[config.mk]
export PLATFORM = sky130hd
export DESIGN_NAME = cpu_run_monitor
export DESIGN_NICKNAME = d
export VERILOG_FILES = /design/src/rtl/cpu_run_monitor.sv
export SDC_FILE = /design/constraint.sdc
export NUM_CORES = 1
export LEC_CHECK = 0
export ABC_CLOCK_PERIOD_IN_PS = 4000
export CORE_MARGIN = 4
export CORE_UTILIZATION = 40
export CTS_CLUSTER_DIAMETER = 200
export DETAILED_ROUTE_END_ITERATION = 6
export DONT_BUFFER_PORTS = 1
export PLACE_DENSITY_LB_ADDON = 0.1
export SLEW_MARGIN = 20
export SYNTH_ARGS = -nofsm -noshare
export SYNTH_HDL_FRONTEND = slang
export SYNTH_SLANG_ARGS = --single-unit
[constraint.sdc]
create_clock -name clk -period 4 [get_ports clk]
set_clock_uncertainty 0.2 [all_clocks]
set_input_delay 0.8 -clock clk [delete_from_list [all_inputs] [get_ports clk]]
set_output_delay 0.8 -clock clk [all_outputs]
set_load 0.03 [all_outputs]
[src/rtl/cpu_run_monitor.sv]
// Run monitor beside the caddr CPU: decode-cycle counter, limit/breakpoint halt, PC trace.
// Optional trace buffer is built when CPU_RUN_MONITOR_TRACE_EN is defined.
module cpu_run_monitor #(
  parameter int PC_W  = 14,
  parameter int CNT_W = 32,
  parameter int DEPTH = 16
) (
  input  logic            clk,
  input  logic            reset_n,
  input  logic [5:0]      state,
  input  logic            run,
  input  logic            step,
  input  logic [PC_W-1:0] lpc,
  input  logic [2:0]      reg_addr,
  input  logic            reg_rd,
  input  logic            reg_wr,
  input  logic [15:0]     reg_wdata,
  output logic [15:0]     reg_rdata,
  output logic            halt_req,
  output logic [1:0]      halt_reason
);

  localparam int HI_W  = CNT_W - 16;
  localparam int PTR_W = $clog2(DEPTH);

  localparam logic [2:0] A_CTRL   = 3'd0;
  localparam logic [2:0] A_STATUS = 3'd1;
  localparam logic [2:0] A_BKPT   = 3'd2;
  localparam logic [2:0] A_LIM_LO = 3'd3;
  localparam logic [2:0] A_LIM_HI = 3'd4;
  localparam logic [2:0] A_CYC_LO = 3'd5;
  localparam logic [2:0] A_CYC_HI = 3'd6;
  localparam logic [2:0] A_TRACE  = 3'd7;

  // Assertion is immediate; release reaches the logic two edges later.
  logic [1:0] rst_sync;
  logic       rst_n;
  always_ff @(posedge clk or negedge reset_n) begin
    if (!reset_n) rst_sync <= 2'b00;
    else          rst_sync <= {rst_sync[0], 1'b1};
  end
  assign rst_n = rst_sync[1];

  logic [2:0]       ctrl;
  logic [PC_W-1:0]  bkpt;
  logic [CNT_W-1:0] limit;
  logic [CNT_W-1:0] cnt;
  logic [HI_W-1:0]  hold;

  logic counted, inc, sat, clear, status_wr, limit_hit, bkpt_hit, rd_trace;
  logic [CNT_W-1:0] cnt_post;
  logic [15:0]      rd_mux;
  logic [15:0]      trace_data;
  logic [7:0]       trace_cnt8;

  assign counted   = (run | step) && (state == 6'b000001);
  assign inc       = counted && ctrl[0] && !halt_req;
  assign sat       = &cnt;
  assign cnt_post  = sat ? cnt : cnt + CNT_W'(1);
  assign clear     = reg_wr && (reg_addr == A_CTRL) && reg_wdata[3];
  assign status_wr = reg_wr && (reg_addr == A_STATUS);
  assign limit_hit = inc && ctrl[2] && (limit != '0) && (cnt_post == limit);
  assign bkpt_hit  = counted && ctrl[1] && (lpc == bkpt);
  assign rd_trace  = reg_rd && (reg_addr == A_TRACE);
  assign halt_req  = |halt_reason;

  always_ff @(posedge clk or negedge rst_n) begin
    if (!rst_n) begin
      ctrl        <= '0;
      bkpt        <= '0;
      limit       <= '0;
      cnt         <= '0;
      hold        <= '0;
      halt_reason <= '0;
      reg_rdata   <= '0;
    end else begin
      if (reg_rd) reg_rdata <= rd_mux;
      if (reg_wr) begin
        case (reg_addr)
          A_CTRL:   ctrl <= reg_wdata[2:0];
          A_BKPT:   bkpt <= reg_wdata[PC_W-1:0];
          A_LIM_LO: limit[15:0] <= reg_wdata;
          A_LIM_HI: limit[CNT_W-1:16] <= reg_wdata[HI_W-1:0];
          default:  ;
        endcase
      end
      // A new hit overrides a same-cycle STATUS write; CLEAR overrides everything.
      if (clear) begin
        cnt         <= '0;
        hold        <= '0;
        halt_reason <= '0;
      end else begin
        if (inc) cnt <= cnt_post;
        if (reg_rd && (reg_addr == A_CYC_LO)) hold <= cnt[CNT_W-1:16];
        halt_reason <= (status_wr ? 2'b00 : halt_reason) | {bkpt_hit, limit_hit};
      end
    end
  end

`ifdef CPU_RUN_MONITOR_TRACE_EN
  logic [PC_W-1:0] mem [DEPTH];
  logic [PTR_W-1:0] head, wr_ptr;
  logic [PTR_W:0]   tcount;
  logic [8:0]       tc9;
  logic             push, pop, full;

  assign full   = (tcount == (PTR_W+1)'(DEPTH));
  assign push   = counted && !halt_req;
  assign pop    = rd_trace && (tcount != '0);
  // With count == DEPTH the low bits wrap to head, i.e. the oldest slot.
  assign wr_ptr = head + tcount[PTR_W-1:0];
  assign tc9    = 9'(tcount);

  always_ff @(posedge clk) begin
    if (push) mem[wr_ptr] <= lpc;
  end

  always_ff @(posedge clk or negedge rst_n) begin
    if (!rst_n) begin
      head   <= '0;
      tcount <= '0;
    end else if (clear) begin
      head   <= '0;
      tcount <= '0;
    end else begin
      if (pop || (push && full)) head <= head + PTR_W'(1);
      if (push && !pop && !full)  tcount <= tcount + (PTR_W+1)'(1);
      else if (pop && !push)      tcount <= tcount - (PTR_W+1)'(1);
    end
  end

  always_comb begin
    trace_data = 16'hFFFF;
    if (tcount != '0) begin
      trace_data = '0;
      trace_data[PC_W-1:0] = mem[head];
    end
    trace_cnt8 = tc9[8] ? 8'hFF : tc9[7:0];
  end
`else
  assign trace_data = 16'hFFFF;
  assign trace_cnt8 = 8'h00;
`endif

  always_comb begin
    rd_mux = '0;
    case (reg_addr)
      A_CTRL:   rd_mux[2:0] = ctrl;
      A_STATUS: rd_mux = {trace_cnt8, 5'b0, halt_req, halt_reason};
      A_BKPT:   rd_mux[PC_W-1:0] = bkpt;
      A_LIM_LO: rd_mux = limit[15:0];
      A_LIM_HI: rd_mux[HI_W-1:0] = limit[CNT_W-1:16];
      A_CYC_LO: rd_mux = cnt[15:0];
      A_CYC_HI: rd_mux[HI_W-1:0] = hold;
      A_TRACE:  rd_mux = trace_data;
      default:  rd_mux = '0;
    endcase
  end

endmodule

---- After elaboration in Yosys (flattened, before gate mapping) ----
Cells that the tools add are included.
word-level totals
  logic and storage cells ................. 55
  register bits after elaboration ......... 117
  output and inout bits ................... 19
  bits of input ports ..................... 45
operators by class
  reductions and logical operators ........ 23
  equal/unequal tests ..................... 10
  bitwise operators ....................... 2
  mux-type cells .......................... 10
  add/subtract/negate cells ............... 1
operators by type and width
  operator               number
  $mux 32                3
  $pmux 11 s6            1
  $add 32x1->32 const B  1
  $eq 32x32->1           1
  $mux 16                2
  $reduce_and 32->1      1
  $reduce_bool 32->1     1
  $pmux 3 s8             1
  $eq 14x14->1           1
  $eq 3x3->1 const B     4
  $logic_and 1x1->1      12
  $pmux 2 s5             1
  $reduce_and 2->1       4
  $eq 3x2->1 const B     2
  $eq 6x1->1 const B     1
  $mux 2                 2
  $reduce_bool 2->1      2
  $eq 3x1->1 const B     1
  $logic_not 3->1        1
  $or 2x2->2             1
  $reduce_or 2->1        1
  $logic_not 1->1        1
  $or 1x1->1             1

---- Logic depth before layout (Yosys ltp) ----
  word-level depth ........................ 9
  mapped depth ............................ 10
  depth with buffers taken out ............ 9

---- Worst setup path before layout ----
OpenSTA, ideal clock, no wires.
  path kind ............................... input-to-reg
  start ................................... input state[3]
  end ..................................... register halt_reason[0]
  arrival ................................. 2916 ps
  stages on the path ...................... 8
  buffers on the path ..................... 0
  required time ........................... 3696 ps
  setup time .............................. 104 ps
  path slack .............................. 781 ps
  cell sequence ........................... or4b_1 > nor4_1 > nand3_1 > nor4_1 > nand4_1 > a211oi_1 > nand4_1 > o41ai_2
between the ends
  cells in the longest elaborated chain, start to end .. 9
RTL lines
  what                             line  RTL
  start: declaration               10    input logic [5:0] state,
  $eq 6x1->1                       56    assign counted = (run | step) && (state == 6'b000001);
  $logic_and 1x1->1                56
  $logic_and 1x1->1 (2 in series)  57    assign inc = counted && ctrl[0] && !halt_req;
  $logic_and 1x1->1 (3 in series)  62    assign limit_hit = inc && ctrl[2] && (limit != '0) && (cnt_post == limit);
  $or 2x2->2                       95    halt_reason <= (status_wr ? 2'b00 : halt_reason) | {bkpt_hit, limit_hit};
  $mux 2                           88    if (clear) begin
  end signal: assignment           95
  end: declaration                 20    output logic [1:0] halt_reason
Every way passes these cells.
A chain may end at the register's enable or synchronous reset.

---- Worst setup path after layout ----
  start ................................... register cnt[1]
  end ..................................... register halt_reason[0]
between the ends
  cells in the longest elaborated chain, start to end .. 6
  elaborated cells on any way between the ends .. 7
  classes of those cells .................. add/sub: 1; eq/ne: 1; mux: 2; bitwise: 1; reduce/logical: 2
RTL lines
  what                                                line    RTL
  start: declaration                                  47      logic [CNT_W-1:0] cnt;
  start signal: assignment                            93      if (inc) cnt <= cnt_post;
  $add 32x1->32 or $reduce_and 32->1 (tied branches)  59, 58
  $mux 32 *                                           59      assign cnt_post = sat ? cnt : cnt + CNT_W'(1);
  $eq 32x32->1 *                                      62
  $logic_and 1x1->1 *                                 62
  $or 2x2->2 *                                        95
  $mux 2 *                                            88
Mark *: on every way between the ends. The rest lies on a longest branch, timed or not.

==> impl_metrics.json <==
{
  "yosys.cell_types.count": 61,
  "drc": 0,
  "ys_seq_area_frac": 0.4191,
  "gr-usage-met3": 0.06589,
  "worst-path-buf-inv": 0,
  "clkPwrFrac": 0.426,
  "routed_wirelength_um": 23690,
  "grtUsageMet1": 0.3420,
  "htreeDepth": 4,
  "slew_headroom": 0.4688,
  "cts_tree": "built",
  "critPathLaunchType": "register",
  "worstMarginPinSlew_ns": 0.7946,
  "dominantRegCellSynth": "dfrtp_1",
  "slowest_delay_ns": 0.52,
  "antennaDiodeCount": 0,
  "vias_per_cell": 5.968,
  "cts_buffers": 17,
  "setup_viol": 0,
  "gp_congestion": 0.9186,
  "cts_sinks": 117,
  "ys_ff_latch": 117,
  "grt_first_pass_wirelength_um": 36380,
  "met2_usage": 0.3800,
  "cp.required_ns": 4.12,
  "syn_inst": 737,
  "syn-cell-area_um2": 6987,
  "die_y_um": 140.2,
  "clk_pin_slew_ns": 0.06,
  "crit_family": "simple AND/OR/NAND/NOR gates",
  "crit_chain": "ha_1 -> nand4_1 -> nor4_1 -> a2111oi_2 -> xnor2_1 -> nor4_1 -> nor4b_2 -> nand4_1 -> o41ai_2",
  "vias": 5735,
  "finalCritPeriodShare": 0.8842,
  "final_layout_size_suffix_gt1_frac": 0.1766,
  "pwr-share-seq": 0.434,
  "clock_path_buffers": 2,
  "grt_overflow": 0,
  "clk-insertion-delay-late_ns": 0.42,
  "tns_ns": 0,
  "core_um2": 17240,
  "first_iter_violations": 560,
  "layout.nets": 769,
  "vdd_ir_drop_max_v": 0.0003460,
  "critPathMaxFanout": 8,
  "crit_type": "register to register",
  "critPathArrivalTime_ns": 3.66,
  "period_minus_slack_ns": 3.537,
  "antenna_found_initial": 0,
  "reg2reg_to": "halt_reason[0]$_DFF_PN0_",
  "ctsResizeCount": 0,
  "antenna_left": 0,
  "die_area_um2": 19640,
  "slew_violations": 0,
  "hold_violations": 0,
  "top_usage_layer": "met2",
  "track_usage": 0.2463,
  "io_pins": 64,
  "grt_max_degree": 78,
  "rrSetupSlack_ns": 0.46,
  "hold_slack_ns": 0.03939,
  "p_leak_uw": 0.003158,
  "grt_pass1_vias": 5747,
  "slowest_stage": "nor4_1",
  "switching_share": 0.3150,
  "portBuffers": 0,
  "root_buffer": "clkbuf_16",
  "timing.max_cap.violations": 0,
  "synth_warnings": 0,
  "hold_path_class": "register to asynchronous set/reset pin",
  "status": "complete, no violations",
  "p_sw_uw": 1161,
  "p_int_uw": 2525,
  "initial_core_util": 0.4053,
  "p_per_area_nw_per_um2": 471.4,
  "synth_edf_count": 0,
  "async_reset_ff_frac": 1.000,
  "area_delta_synth_final_pct": 11.93,
  "syn_nets": 783,
  "rows": 48,
  "rsz0062_at_grt": "no",
  "reg2regPathDepth": 9,
  "hpwlAfterDp_um": 17630,
  "syn_area_per_cell_um2": 9.480,
  "r2r-start": "cnt[1]$_DFFE_PN0P_",
  "wl_per_cell_um": 24.65,
  "pwr-share-comb": 0.140,
  "dieWidth_um": 140.2,
  "fmax_mhz": 282.7,
  "firstDrtPassIters": 5,
  "end_kind": "register"
}
[flip-flops by register name, summed over array words and instances, names as in the netlist]
signal / flops
bkpt: 14
cnt: 32
ctrl: 3
halt_reason: 2
hold: 16
limit: 32
reg_rdata: 16
rst_sync: 2
[cell families (layout without fill, tap and decap cells)]
group / count (synthesis) / in the layout / synth area share
xor gates and xnor gates: 90 / 90 / 0.1128
and+or+nand+nor: 285 / 285 / 0.2101
buffers and inverters: 60 / 59 / 0.03367
adders and majority gates: 1 / 1 / 0.001791
DFF: 117 / 117 / 0.4191
muxes: 73 / 73 / 0.1162
other: 1 / 1 / 0.0005367
AOI/OAI and AO/OA: 110 / 110 / 0.1058
[synth_stat cells (5+ instances only)]
| master | n | area share |
|---|---|---|
| dfrtp_1 | 117 | 0.42 |
| mux2_2 | 65 | 0.10 |
| or3_1 | 8 | 0.0072 |
| a21oi_1 | 34 | 0.024 |
| nand2_1 | 83 | 0.045 |
| nor4_1 | 13 | 0.012 |
| buf_1 | 5 | 0.0027 |
| nor3_1 | 20 | 0.014 |
| xnor2_1 | 52 | 0.065 |
| buf_2 | 8 | 0.0057 |
| o21ai_0 | 23 | 0.016 |
| o221ai_1 | 7 | 0.0088 |
| nor2_1 | 71 | 0.038 |
| nand3_1 | 14 | 0.010 |
| clkbuf_1 | 36 | 0.019 |
| mux2i_1 | 8 | 0.011 |
| nand4_1 | 23 | 0.021 |
| nand2b_1 | 10 | 0.0090 |
| inv_1 | 11 | 0.0059 |
| xor2_1 | 38 | 0.048 |
| and3_1 | 9 | 0.0081 |
| a31oi_1 | 9 | 0.0081 |
| nor2b_1 | 5 | 0.0045 |
[routing by layer]
metal | wire length [um] | up-vias
met5 | 0 | -
met4 | 526 | 0
met3 | 1622 | 34
met2 | 11090 | 220
met1 | 10450 | 2887
li1 | - | 2594
[stage by stage]
step | utilization | cell area, um^2 | power [uW] | instances | setup WS (ns)
after CTS | 0.4521 | 7792 | 3700 | 960 | 0.4407
after global routing | 0.4537 | 7820 | 3832 | 961 | 0.2428
after detailed placement | 0.4168 | 7184 | 2127 | 927 | 0.3952
after global placement | 0.4168 | 7184 | 2115 | 927 | 0.5166
final | 0.4537 | 7820 | 3686 | 961 | 0.4632
after floorplan | - | 6987 | 1912 | 737 | 0.2992
[cell type report]
type / instances / area [um^2]
Clock inverter: 14 / 168.9
Multi-Input combinational cell: 560 / 3825
Inverter: 11 / 41.29
Tap cell: 225 / 281.5
Sequential cell: 117 / 2932
Timing Repair Buffer: 16 / 142.6
Fill cell: 1645 / 9417
Clock buffer: 18 / 429.2
[repair_timing]
action,in CTS,in global routing
setup buffers,0,0
hold buffers,1,0
hold endpoints to repair,2,0
[placed cells by master, fill, tap and decap left out, types with 4 or more instances in the layout]
master	Yosys	routed
a211oi_1	4	4
a21oi_1	34	34
a221oi_1	4	4
a22o_1	4	4
a31oi_1	9	9
and3_1	9	9
and4_1	4	4
buf_4	0	14
clkbuf_16	0	17
dfrtp_1	117	116
inv_1	11	11
inv_6	0	4
mux2_2	65	65
mux2i_1	8	8
nand2_1	83	83
nand2b_1	10	10
nand3_1	14	14
nand4_1	23	23
nor2_1	71	71
nor2b_1	5	5
nor3_1	20	20
nor4_1	13	13
o211ai_1	4	4
o21ai_0	23	23
o221ai_1	7	7
or3_1	8	8
xnor2_1	52	52
xor2_1	38	38
[worst max-delay path by stage]
stage / startpoint / endpoint / depth (start not counted)
6_report: cnt[1]$_DFFE_PN0P_ / halt_reason[0]$_DFF_PN0_ / 9
5_1_grt: cnt[1]$_DFFE_PN0P_ / halt_reason[0]$_DFF_PN0_ / 9
2_1_floorplan: rst_sync[1]$_DFF_PN0_ / bkpt[0]$_DFFE_PN0P_ / 0
3_5_place_dp: state[3] / halt_reason[0]$_DFF_PN0_ / 8
4_1_cts: cnt[1]$_DFFE_PN0P_ / halt_reason[0]$_DFF_PN0_ / 9
3_3_place_gp: cnt[0]$_DFFE_PN0P_ / halt_reason[0]$_DFF_PN0_ / 9
[worst reg2reg max path, delay by kind of cell (launching register included)]
kind / cells / cell delay [ns]
xor+xnor: 1 / 0.17
compound gates: 2 / 0.59
flops: 1 / 0.51
simple gates: 5 / 1.63
fa+ha+maj: 1 / 0.34
[power by group through the flow]
stage          Sequential, uW  Combinational [uW]  Clock, uW
6_report                 1600                 517       1570
5_1_grt                  1610                 570       1650
4_1_cts                  1600                 506       1590
3_5_place_dp             1630                 502          0
3_3_place_gp             1620                 494          0
2_1_floorplan            1500                 411          0
(Power assumes the default switching activity.)
